[config.mk]
export PLATFORM = sky130hd
export DESIGN_NAME = mem_write_arbiter
export DESIGN_NICKNAME = d
export VERILOG_FILES = /design/src/rtl/mem_write_arbiter.sv
export SDC_FILE = /design/constraint.sdc
export NUM_CORES = 1
export LEC_CHECK = 0
export ABC_AREA = 0
export CORE_MARGIN = 2
export CORE_UTILIZATION = 57
export DETAILED_ROUTE_END_ITERATION = 6
export PLACE_DENSITY = 0.79
export SLEW_MARGIN = 20
export SYNTH_ARGS = -nofsm -noshare
export SYNTH_HDL_FRONTEND = slang
export SYNTH_HIERARCHICAL = 1
export SYNTH_SLANG_ARGS = --single-unit
[constraint.sdc]
create_clock -name clk -period 3.3 [get_ports clk]
set_clock_uncertainty 0.1 [all_clocks]
set_input_delay 0.825 -clock clk [delete_from_list [all_inputs] [get_ports clk]]
set_output_delay 0.825 -clock clk [all_outputs]
set_load 0.02 [all_outputs]
[src/rtl/mem_write_arbiter.sv]
// Two-source memory write arbiter: per-source FIFOs feeding a single registered
// output slot, with round-robin grant and a saturating drop counter.

module mem_write_arbiter_fifo #(
    parameter int DEPTH = 4,
    parameter int W     = 64
) (
    input  logic         clk,
    input  logic         reset,
    input  logic         wr_req,
    input  logic [W-1:0] wr_data,
    input  logic         pop,
    output logic [W-1:0] rd_data,
    output logic         not_empty,
    output logic         full,
    output logic         dropped
);
    localparam int PW = $clog2(DEPTH);

    logic [W-1:0] mem [DEPTH];
    logic [PW-1:0] wr_ptr;
    logic [PW-1:0] rd_ptr;
    logic [PW:0]   count;
    logic [PW:0]   count_next;
    logic          push;

    // full is registered, so a same-cycle pop never frees room for a push
    assign push      = wr_req && !full;
    assign dropped   = wr_req && full;
    assign not_empty = (count != '0);
    assign rd_data   = mem[rd_ptr];

    always_comb begin
        count_next = count;
        if (push && !pop) begin
            count_next = count + (PW+1)'(1);
        end else if (pop && !push) begin
            count_next = count - (PW+1)'(1);
        end
    end

    always_ff @(posedge clk or posedge reset) begin
        if (reset) begin
            wr_ptr <= '0;
            rd_ptr <= '0;
            count  <= '0;
            full   <= 1'b0;
        end else begin
            if (push) wr_ptr <= wr_ptr + PW'(1);
            if (pop)  rd_ptr <= rd_ptr + PW'(1);
            count <= count_next;
            full  <= (count_next == (PW+1)'(DEPTH));
        end
    end

    always_ff @(posedge clk) begin
        if (push) mem[wr_ptr] <= wr_data;
    end
endmodule

// state     | meaning
// GRANT_FB  | framebuffer preferred for the next slot load
// GRANT_BVH | BVH preferred for the next slot load
module mem_write_arbiter #(
    parameter int DEPTH  = 4,
    parameter int ADDR_W = 32,
    parameter int DATA_W = 32
) (
    input  logic              clk,
    input  logic              reset,
    input  logic              fb_valid,
    input  logic [ADDR_W-1:0] fb_addr,
    input  logic [DATA_W-1:0] fb_data,
    output logic              fb_full,
    input  logic              bvh_valid,
    input  logic [ADDR_W-1:0] bvh_addr,
    input  logic [DATA_W-1:0] bvh_data,
    output logic              bvh_full,
    output logic              mem_valid,
    output logic [ADDR_W-1:0] mem_addr,
    output logic [DATA_W-1:0] mem_data,
    output logic              mem_src,
    input  logic              mem_ready,
    output logic [15:0]       drop_count
);
    localparam int W = ADDR_W + DATA_W;

    typedef enum logic {GRANT_FB, GRANT_BVH} grant_t;

    grant_t       state;
    grant_t       state_next;
    logic         fb_pop;
    logic         bvh_pop;
    logic         fb_ne;
    logic         bvh_ne;
    logic         fb_drop;
    logic         bvh_drop;
    logic [W-1:0] fb_rd;
    logic [W-1:0] bvh_rd;
    logic [16:0]  drop_sum;

    mem_write_arbiter_fifo #(.DEPTH(DEPTH), .W(W)) u_fb_fifo (
        .clk       (clk),
        .reset     (reset),
        .wr_req    (fb_valid),
        .wr_data   ({fb_addr, fb_data}),
        .pop       (fb_pop),
        .rd_data   (fb_rd),
        .not_empty (fb_ne),
        .full      (fb_full),
        .dropped   (fb_drop)
    );

    mem_write_arbiter_fifo #(.DEPTH(DEPTH), .W(W)) u_bvh_fifo (
        .clk       (clk),
        .reset     (reset),
        .wr_req    (bvh_valid),
        .wr_data   ({bvh_addr, bvh_data}),
        .pop       (bvh_pop),
        .rd_data   (bvh_rd),
        .not_empty (bvh_ne),
        .full      (bvh_full),
        .dropped   (bvh_drop)
    );

    always_ff @(posedge clk or posedge reset) begin
        if (reset) state <= GRANT_FB;
        else       state <= state_next;
    end

    // Serving the non-preferred source keeps the preference where it is
    always_comb begin
        state_next = state;
        fb_pop     = 1'b0;
        bvh_pop    = 1'b0;
        if (!mem_valid || mem_ready) begin
            if (state == GRANT_FB) begin
                if (fb_ne) begin
                    fb_pop     = 1'b1;
                    state_next = GRANT_BVH;
                end else if (bvh_ne) begin
                    bvh_pop = 1'b1;
                end
            end else begin
                if (bvh_ne) begin
                    bvh_pop    = 1'b1;
                    state_next = GRANT_FB;
                end else if (fb_ne) begin
                    fb_pop = 1'b1;
                end
            end
        end
    end

    always_ff @(posedge clk or posedge reset) begin
        if (reset) begin
            mem_valid <= 1'b0;
            mem_addr  <= '0;
            mem_data  <= '0;
            mem_src   <= 1'b0;
        end else if (fb_pop || bvh_pop) begin
            mem_valid            <= 1'b1;
            {mem_addr, mem_data} <= bvh_pop ? bvh_rd : fb_rd;
            mem_src              <= bvh_pop;
        end else if (mem_ready) begin
            mem_valid <= 1'b0;
        end
    end

    assign drop_sum = {1'b0, drop_count} + 17'(fb_drop) + 17'(bvh_drop);

    always_ff @(posedge clk or posedge reset) begin
        if (reset)            drop_count <= '0;
        else if (drop_sum[16]) drop_count <= 16'hFFFF;
        else                  drop_count <= drop_sum[15:0];
    end
endmodule

# == Word-level counts from Yosys, hierarchy flattened ==
# Memories as Yosys holds them, arrays and structs flattened.
# Index checks and enable logic that the tools add are counted.
# word_totals
register_bits,99
ramBits,512
input_bits,133
out_inout_bits,84
wordCells,70
mem_count,2
# classes
add_sub_neg,10
eq_ne,2
muxes,22
n_reduce_logical,20
# memory_table
name,words,width,read_ports,rd_clocked_by_memory_dff,write_ports,line_no,text
u_bvh_fifo.mem,4,64,1,0,1,20,logic [W-1:0] mem [DEPTH];
u_fb_fifo.mem,4,64,1,0,1,20,
# ops
op,n
two-way mux 64 bit,1
adder 16 x 1 -> 17 bit,1
adder 17 x 1 -> 17 bit,1
two-way mux 1 bit,16
two-way mux 16 bit,1
two-way mux 3 bit,4
adder 2 x 1 -> 2 bit (second input constant),4
logical AND 1 bit,8
zero test 1 bit,7
adder 3 x 1 -> 3 bit (second input constant),2
equality test 3 bit (second input constant),2
nonzero test 3 bit,2
subtractor 3 x 1 -> 3 bit (second input constant),2
logical OR 1 bit,2
nonzero test 2 bit,1

# == Longest topological paths before layout ==
# Gate-level depths: netlist (run 1).
# logic_depth
depth_word,9
depth_mapped,12
mapped_depth_nobuf,10

# == Modules after synthesis ==
# Netlist (run 1), hierarchy kept.
# modules_own_cells
mod,n_inst,cells_per_inst,area_per_inst_um2,seq_area_each_um2
mem_write_arbiter_fifo (u_bvh_fifo),1,387,9751.9,7887.6
mem_write_arbiter_fifo (u_fb_fifo),1,385,9749.4,7887.6
mem_write_arbiter,1,443,3811.2,2077.0

# == Least setup slack after synthesis (run 1) ==
# No wires, ideal clock.
# synth_path
kind,input-to-reg
startpoint,input bvh_valid
endpoint,memory u_bvh_fifo.mem[0][0] (enable)
setup_ns,0.429
arrival_ns,2.813
t_required_ns,2.771
path_slack_ns,-0.042
stages,4
path_buffers,2
path_cell_list,nor2b_1 > buf_6 > buf_2 > and2_1
# synth_via
elab_chain_len,3
# synth_rtl
item,line_no,text
start: declaration,75,"input logic bvh_valid,"
logical AND 1 bit,28,assign push = wr_req && !full;
two-way mux 1 bit,57,if (push) mem[wr_ptr] <= wr_data;
two-way mux 1 bit (implied by the code),57,
end: declaration,20,
# Every way passes these cells.

# == Final worst setup path (run 1) ==
# layout_path
startpoint,register drop_count[4]
endpoint,output drop_count[4]
# layout_rtl
item,line_no,text
start: declaration,84,output logic [15:0] drop_count
start signal: assignment,175,else drop_count <= drop_sum[15:0];
# No word-level cell between the ends.

==> results.txt, run 1 <==
----------------------------------------------------
[Run status]
  Outcome ... complete, no violations

[Critical path]
  Worst path arrival time ... roughly 1.8 ns
  Sequence of cells on the critical path ... clkdlybuf4s50_1
  Worst Setup End Kind ... output pin
  Cell with the biggest individual delay on the critical path ... sky130_fd_sc_hd__clkdlybuf4s50_1
  FF-to-FF Start ... u_bvh_fifo/count[0]
  Crit path buffers/inverters ... 1
  Reg-to-reg slack, setup ... 0.67 ns
  Critical path data required time ... 2.37 ns
  CP Class ... reg -> out
  Crit path max-delay family ... buffers and inverters
  FF-to-FF End ... mem_data[4]
  Worst Setup EP ... drop_count[4]
  Stage delay of the slowest cell on the critical path ... approximately 0.66 ns
  Source of the critical timing path ... drop_count[4]
  Number of logic stages on the critical path including buffering ... 1
  Maximum fanout encountered on the critical timing path ... 6
  Kind of start point of the critical path ... flop
  Reg2Reg Depth ... 7

[CTS]
  Clock Path Buffers ... 3
  Clk slew on worst S/H paths ... about 0.060 ns
  Post CTS Setup Buffer Count ... 0
  Clock tree from TritonCTS ... yes
  Inserted Clock Buffers ... between 50 and 60
  Clock Root Buffer ... sky130_fd_sc_hd__clkbuf_16
  Number of clock sinks ... approximately 610
  Number of levels in the clock H-tree ... 2
  Hold buffer count at cts ... 0
  Insertion delay of the later-clocked pin in the worst-skew pair ... 0.62 ns
  PostCTS Resize Cnt ... 0

[Drt]
  DR WL/cell ... 24.6 microns
  Pre-antenna DRT Iters ... 5
  Number of vias in the routed layout ... between 10,000 and 15,000
  Starting DRC count in detailed routing ... a little over 900
  Top routing layer used ... met5
  Total DRC errors in the routed layout ... 0
  Wire length on met1 ... 20,100 microns
  Antenna violation net count after detailed routing ... 0
  Met3 WL post-DR ... 3890 microns
  Met2 wirelength from detailed routing ... 25,300 microns
  Drt total wl ... around 51,000 microns
  Routed vias/inst ... about 5.9

[Global routing]
  Global-route wire length before repair ... approximately 76,000 microns
  Residual overflow from global routing ... 0
  Total track usage ... 0.245
  Via count of the first global-routing pass ... between 10,000 and 15,000
  Antenna violations before repair ... 11
  Maximum number of pins on one net before global-route repair ... 66

[Logic synthesis]
  Mapped Area ... about 23,000 sq um
  Fraction of registers with async set or reset after synthesis ... 0.162
  Top flip-flop cell by instance count after synthesis ... sky130_fd_sc_hd__edfxtp_1
  Post-synth net total ... ~1,400
  Sequential share of the synthesized area ... 0.766
  Count of mapped cells out of synthesis ... around 1,200
  Mean cell area of the mapped netlist ... approximately 19 sq um
  Netlist cell types ... 47
  Area share of the leading cell type in the synthesized netlist ... 0.660
  Most area-hungry cell type in the Yosys netlist ... sky130_fd_sc_hd__edfxtp_1
  Synth Warn # ... 6
  Largest cells by area after synthesis ... sky130_fd_sc_hd__edfxtp_1 (66%), sky130_fd_sc_hd__mux4_2 (12%), sky130_fd_sc_hd__dfrtp_1 (11%)
  Commonest cells post-synth ... sky130_fd_sc_hd__edfxtp_1 (512), sky130_fd_sc_hd__a21oi_1 (132), sky130_fd_sc_hd__mux4_2 (128)
  Post-synth EDFFs ... between 500 and 600
  Most frequent cell after synthesis ... sky130_fd_sc_hd__edfxtp_1
  Register bit count reported by yosys ... 611

[Floorplanning]
  Floorplan die width ... approximately 210 microns
  Core area ... 40,600 sq um
  Vert. Die Dim ... around 210 microns
  Count of pins on the block boundary ... 217
  Die area ... between 40,000 and 50,000 sq um
  Initial Util ... 0.575
  Number of placement rows ... 74

[Timing]
  Rel. slew slack ... 0.297
  Setup violations, final ... 0
  Total Neg Setup Slack ... 0 ns
  Worst hold slack after final layout ... 0.396 ns
  Final slew viol count ... 0
  Smallest setup slack after layout ... about 0.63 ns
  Actual slew at the worst max-slew pin ... between 1 and 1.5 ns
  RSZ-0062 raised after global routing ... no
  Total count of hold-check failures in the final report ... 0
  Part of the cycle the worst path needs ... 0.809
  Tmin final ... 2.67 ns
  Maximum clock frequency ... approximately 370 MHz

[Power and ir drop]
  Power Density ... between 800 and 900 nW/um^2
  Maximum vdd drop ... ~0.65 mV
  Static leakage ... ~9.7 nW

[Finish]
  Core occupancy in the finished layout ... 0.693
  Net count, final ... 1,617
  Area used by multi-input combinational logic ... a little over 5000 sq um
  Area Growth Syn to Fin ... 20.5%
  Share of final-layout standard cells stronger than drive strength 1 ... 0.178
  Cell area after layout ... about 28,000 sq um
  Filler Cell Count ... between 2,000 and 3,000
  Seq. cell area ... between 15,000 and 20,000 sq um

[Placed design]
  Placed wire-length estimate ... 30,500 microns
  Post-placement setup slack ... between 0.1 and 0.15 ns
  GP Congestion ... around 0.75
  IO buf count ... roughly 220
  Placed Instance Area ... ~26,000 sq um

[Job]
  Maximum capacitance violations ... 0

[Min path]
  Classification of the worst-slack hold path ... reg -> reg

----------------------------------------------------
-- worst min-delay path by stage --
stage | from | cells past startpoint | to | slack (ns)
3_3_place_gp | u_fb_fifo/count[2] | 1 | u_fb_fifo/count[2] | 0.38
6_report | u_fb_fifo/count[2] | 1 | u_fb_fifo/count[2] | 0.40
4_1_cts | u_fb_fifo/count[2] | 1 | u_fb_fifo/count[2] | 0.39
2_1_floorplan | u_bvh_fifo/count[2] | 1 | u_bvh_fifo/count[2] | 0.35
5_1_grt | u_fb_fifo/count[2] | 1 | u_fb_fifo/count[2] | 0.41
3_5_place_dp | u_fb_fifo/count[2] | 1 | u_fb_fifo/count[2] | 0.38
-- cell usage in the layout (no fill, tap or decap), types with 3 or more instances in the layout --
| master | synthesis | layout |
|---|---|---|
| sky130_fd_sc_hd__nand2_1 | 89 | 89 |
| sky130_fd_sc_hd__nor2_1 | 72 | 72 |
| sky130_fd_sc_hd__edfxtp_1 | 512 | 512 |
| sky130_fd_sc_hd__clkbuf_8 | 0 | 6 |
| sky130_fd_sc_hd__a31oi_1 | 3 | 3 |
| sky130_fd_sc_hd__dfrtp_4 | 0 | 4 |
| sky130_fd_sc_hd__clkdlybuf4s50_1 | 0 | 216 |
| sky130_fd_sc_hd__and2_4 | 0 | 8 |
| sky130_fd_sc_hd__buf_4 | 8 | 23 |
| sky130_fd_sc_hd__clkbuf_1 | 6 | 22 |
| sky130_fd_sc_hd__dfrtp_1 | 99 | 95 |
| sky130_fd_sc_hd__clkinv_1 | 0 | 5 |
| sky130_fd_sc_hd__inv_1 | 18 | 17 |
| sky130_fd_sc_hd__a21oi_1 | 132 | 132 |
| sky130_fd_sc_hd__xnor2_1 | 17 | 17 |
| sky130_fd_sc_hd__ha_1 | 15 | 15 |
| sky130_fd_sc_hd__nor3_1 | 3 | 3 |
| sky130_fd_sc_hd__clkinv_2 | 0 | 14 |
| sky130_fd_sc_hd__diode_2 | 0 | 9 |
| sky130_fd_sc_hd__nand2b_1 | 5 | 5 |
| sky130_fd_sc_hd__clkbuf_16 | 0 | 57 |
| sky130_fd_sc_hd__nand3_1 | 6 | 5 |
| sky130_fd_sc_hd__o21ai_0 | 6 | 5 |
| sky130_fd_sc_hd__buf_12 | 0 | 17 |
| sky130_fd_sc_hd__mux4_2 | 128 | 128 |
| sky130_fd_sc_hd__nor4_1 | 3 | 3 |
| sky130_fd_sc_hd__xor2_1 | 5 | 5 |
-- registers in the layout, summed over array words and instances, names as in the netlist, 2 cells and up --
name	count
mem_data	32
u_fb_fifo/mem	256
u_bvh_fifo/wr_ptr	2
u_fb_fifo/count	3
u_bvh_fifo/rd_ptr	2
mem_addr	32
u_fb_fifo/wr_ptr	2
u_bvh_fifo/mem	256
u_fb_fifo/rd_ptr	2
u_bvh_fifo/count	3
drop_count	16
-- area by class of cell --
cell class / count / share of cell area
antenna: 9 / 0.000801
clock inverter: 22 / 0.00539
inverter: 19 / 0.00267
sequential: 611 / 0.636
tap: 532 / 0.0237
timing repair buffer: 256 / 0.0952
clock buffer: 85 / 0.0566
multi-input combinational: 523 / 0.180
-- power breakdown --
group	internal, mW	switching (mW)
clock network	3.42	2.71
logic	3.60	3.93
registers	10.2	1.15
-- metal layers --
metal	track usage	vias up
met3	0.0555	85
met2	0.397	467
met1	0.339	6350
met5	0	-
met4	0.0758	4
li1	-	5282
-- logic make-up after synthesis --
| family | Yosys count | synth area share |
|---|---|---|
| flip-flops | 611 | 0.766 |
| AND/OR/NAND/NOR | 204 | 0.0389 |
| AO/OA/AOI/OAI | 151 | 0.0339 |
| multiplexers | 130 | 0.125 |
| buffers and inverters | 81 | 0.0197 |
| XOR/XNOR | 22 | 0.00827 |
| adder cells (fa/ha/maj) | 16 | 0.00891 |
-- metrics by stage --
stage | instances | power, mW
final | 2057 | 25.0
after global routing | 2053 | 26.2
after CTS | 2048 | 25.3
after detailed placement | 1941 | 19.1
after global placement | 1941 | 18.8
after floorplan | 1215 | 16.1
Note: power is estimated with default switching activity, not from simulation.
==> run 2, diff against run 1 <==
--- a/config.mk
+++ b/config.mk
@@ -7,9 +7,9 @@
 export LEC_CHECK = 0
 export ABC_AREA = 0
 export CORE_MARGIN = 2
-export CORE_UTILIZATION = 57
+export CORE_UTILIZATION = 52
 export DETAILED_ROUTE_END_ITERATION = 6
-export PLACE_DENSITY = 0.79
+export PLACE_DENSITY = 0.76
 export SLEW_MARGIN = 20
 export SYNTH_ARGS = -nofsm -noshare
 export SYNTH_HDL_FRONTEND = slang
==> constraint.sdc (replaced) <==
create_clock -name clk -period 2.33 [get_ports clk]
set_clock_uncertainty 0.1 [all_clocks]
set_input_delay 0.5825 -clock clk [delete_from_list [all_inputs] [get_ports clk]]
set_output_delay 0.5825 -clock clk [all_outputs]
set_load 0.02 [all_outputs]
==> run 2 against run 1 <==
Sequential share of layout area fell by 2.2 points. Sequential power rose by 39%. Clock-buffer cell count fell by 1. Critical path type unchanged. Cell count rose by 5.4%. Via count rose by 2.1%. Die area rose by 9.4%. Total power rose by 49%. Worst hold slack got worse by 0.11 ns. Setup slack got worse by 0.61 ns. Combinational power rose by 55%. Critical path depth did not move. Clock power rose by 58%.
==> results.txt, run 2 (same netlist as run 1, synthesis figures left out) <==
----------------------------------------------------
[Drt]
  Routed vias/inst ... 5.74 (was 5.93)
  Antenna violation net count after detailed routing ... 0 (unchanged)
  Drt total wl ... 53,400 microns (was 50,600 microns)
  Starting DRC count in detailed routing ... 1,131 (was 934)
  Total DRC errors in the routed layout ... 0 (unchanged)
  Pre-antenna DRT Iters ... 5 (unchanged)
  Number of vias in the routed layout ... 12,500 (was 12,200)
  DR WL/cell ... 24.6 microns (about the same)

[Finish]
  Commonest non-fill, non-tap cell in the layout ... sky130_fd_sc_hd__edfxtp_1 (unchanged)
  Core occupancy in the finished layout ... 0.658 (was 0.693)
  Share of final-layout standard cells stronger than drive strength 1 ... 0.211 (was 0.178)
  Most frequent cells in the layout ... sky130_fd_sc_hd__edfxtp_1 (512), sky130_fd_sc_hd__clkdlybuf4s50_1 (170), sky130_fd_sc_hd__a21oi_1 (132) (was sky130_fd_sc_hd__edfxtp_1 (512), sky130_fd_sc_hd__clkdlybuf4s50_1 (216), sky130_fd_sc_hd__a21oi_1 (132))
  Net count, final ... 1,664 (was 1,617)
  Non-filler instance count after layout ... 2,169 (was 2,057)
  Registers with the most flip-flops ... u_bvh_fifo/mem: 256 flops, u_fb_fifo/mem: 256 flops (unchanged)
  Area Growth Syn to Fin ... 24.8% (was 20.5%)
  Cell area after layout ... 29,100 sq um (was 28,100 sq um)

[Timing]
  Part of the cycle the worst path needs ... 0.991
  Final slew viol count ... 0 (unchanged)
  Total count of hold-check failures in the final report ... 0 (unchanged)
  Actual slew at the worst max-slew pin ... 0.550 ns (was 1.06 ns)
  Tmin final ... 2.31 ns
  Smallest setup slack after layout ... 0.0216 ns (was 0.629 ns)
  Rel. slew slack ... 0.634 (was 0.297)
  Maximum clock frequency ... ~430 MHz
  Setup violations, final ... 0 (unchanged)

[Power and ir drop]
  Static leakage ... 10.3 nW (was 9.69 nW)
  Power Density ... 1280 nW/um^2 (was 891 nW/um^2)
  Maximum vdd drop ... 0.818 mV (was 0.652 mV)
  Post-layout power ... 37.2 mW (was 25.0 mW)

[Global routing]
  Global-route wire length before repair ... 81,200 microns (was 75,800 microns)
  Total track usage ... 0.235 (was 0.245)
  Grt met1 use ... 0.323 (was 0.339)
  Met3 capacity usage during global routing ... 0.0459 (was 0.0555)
  Residual overflow from global routing ... 0 (unchanged)
  Via count of the first global-routing pass ... 13,300 (was 12,700)
  Antenna violations before repair ... 14 (was 11)
  Maximum number of pins on one net before global-route repair ... 52 (was 66)
  Met2 track demand over resource in global routing ... 0.385 (was 0.397)
  Layer carrying the most global-route usage ... met2 (unchanged)

[Min path]
  Classification of the worst-slack hold path ... in -> async (was reg -> reg)

[CTS]
  Number of clock sinks ... 611 (unchanged)
  Number of levels in the clock H-tree ... 2 (unchanged)
  Clock Path Buffers ... 3 (unchanged)
  Clock Root Buffer ... sky130_fd_sc_hd__clkbuf_16 (unchanged)
  Clk slew on worst S/H paths ... 0.06 ns (about the same)
  Clock tree from TritonCTS ... yes (unchanged)
  Insertion delay of the later-clocked pin in the worst-skew pair ... 0.61 ns (was 0.62 ns)
  Hold buffer count at cts ... 0 (unchanged)
  Inserted Clock Buffers ... 59 (was 57)

[Placed design]
  Post-placement setup slack ... -0.646 ns (was 0.100 ns)
  Instance count after placement with tap cells included ... 2,044 (was 1,941)
  Placed Instance Area ... 27,100 sq um (was 26,300 sq um)
  Placed wire-length estimate ... 33,600 microns (was 30,500 microns)
  IO buf count ... 216 (unchanged)
  GP Congestion ... 0.796 (was 0.753)

[Critical path]
  Worst Setup End Kind ... output pin (unchanged)
  Crit path buffers/inverters ... 1 (unchanged)
  Stage delay of the slowest cell on the critical path ... 0.63 ns (was 0.66 ns)
  Sequence of cells on the critical path ... clkdlybuf4s50_1 (unchanged)
  Kind of start point of the critical path ... flop (unchanged)
  Critical path data required time ... 1.65 ns (was 2.37 ns)
  Reg2Reg Depth ... 10 (was 7)
  CP Class ... reg -> out (unchanged)
  Worst path arrival time ... 1.63 ns (was 1.75 ns)
  Reg-to-reg slack, setup ... 0.21 ns (was 0.67 ns)
  FF-to-FF End ... mem_data[23] (was mem_data[4])
  FF-to-FF Start ... u_fb_fifo/count[0] (was u_bvh_fifo/count[0])
  Crit path max-delay family ... buffers and inverters (unchanged)
  Maximum fanout encountered on the critical timing path ... 2 (was 6)
  Cell with the biggest individual delay on the critical path ... sky130_fd_sc_hd__clkdlybuf4s50_1 (unchanged)

[Run status]
  Outcome ... complete, no violations (unchanged)

[Job]
  Maximum capacitance violations ... 0 (unchanged)

[Floorplanning]
  Number of placement rows ... 77 (was 74)
  Count of pins on the block boundary ... 217 (unchanged)
  Die area ... 46,500 sq um (was 42,500 sq um)
  Vert. Die Dim ... 216 microns (was 206 microns)
  Core area ... 44,200 sq um (was 40,600 sq um)
  Initial Util ... 0.527 (was 0.575)
  Floorplan die width ... 216 microns (was 206 microns)

----------------------------------------------------
==> run 2: how the worst max path moves through the flow <==
stage                             from  slack [ns]  depth (start not counted)        endpoint
after floorplan               fb_valid       0.006                          9  drop_count[14]
after CTS                 mem_addr[26]      0.0001                          1    mem_addr[26]
final                     mem_data[18]        0.02                          1    mem_data[18]
after global routing      mem_data[18]       -0.01                          1    mem_data[18]
after detailed placement      fb_valid       -0.65                         10  drop_count[14]
after global placement        fb_valid       -0.61                         10  drop_count[14]
==> run 2: per-layer routing <==
metal	vias to the layer above	part of all wire
met5	-	0.0010
met4	8	0.025
met3	85	0.069
met2	438	0.50
met1	6541	0.40
li1	5378	-
==> run 2: through the flow <==
stage	TNS, ns	hold WS (ns)
after global routing	-0.0116	0.336
final	0	0.284
after floorplan	0	0.298
after CTS	0	0.268
after global placement	-23.26	0.378
after detailed placement	-24.88	0.367
==> run 2: repair_timing <==
action                                 4_1_cts  5_1_grt
setup buffers                                0        2
endpoints found under the hold margin        0        0
pin swaps                                    1        1
resized for setup                           37       15
setup endpoints to repair                   39       18
==> run 2: cell type report <==
| class | instances | area (sq um) |
|---|---|---|
| fill | 2927 | 15100 |
| tap | 592 | 741 |
| sequential | 611 | 17900 |
| multi-input combinational | 523 | 5100 |
| clock inverter | 28 | 324 |
| clock buffer | 84 | 1650 |
| antenna | 11 | 27.5 |
| timing repair buffer | 301 | 3320 |
| inverter | 19 | 76.3 |
==> run 2: power breakdown <==
group,switching [mW],internal [mW]
Combinational,6.12,5.62
Clock,3.96,5.70
Sequential,1.35,14.5
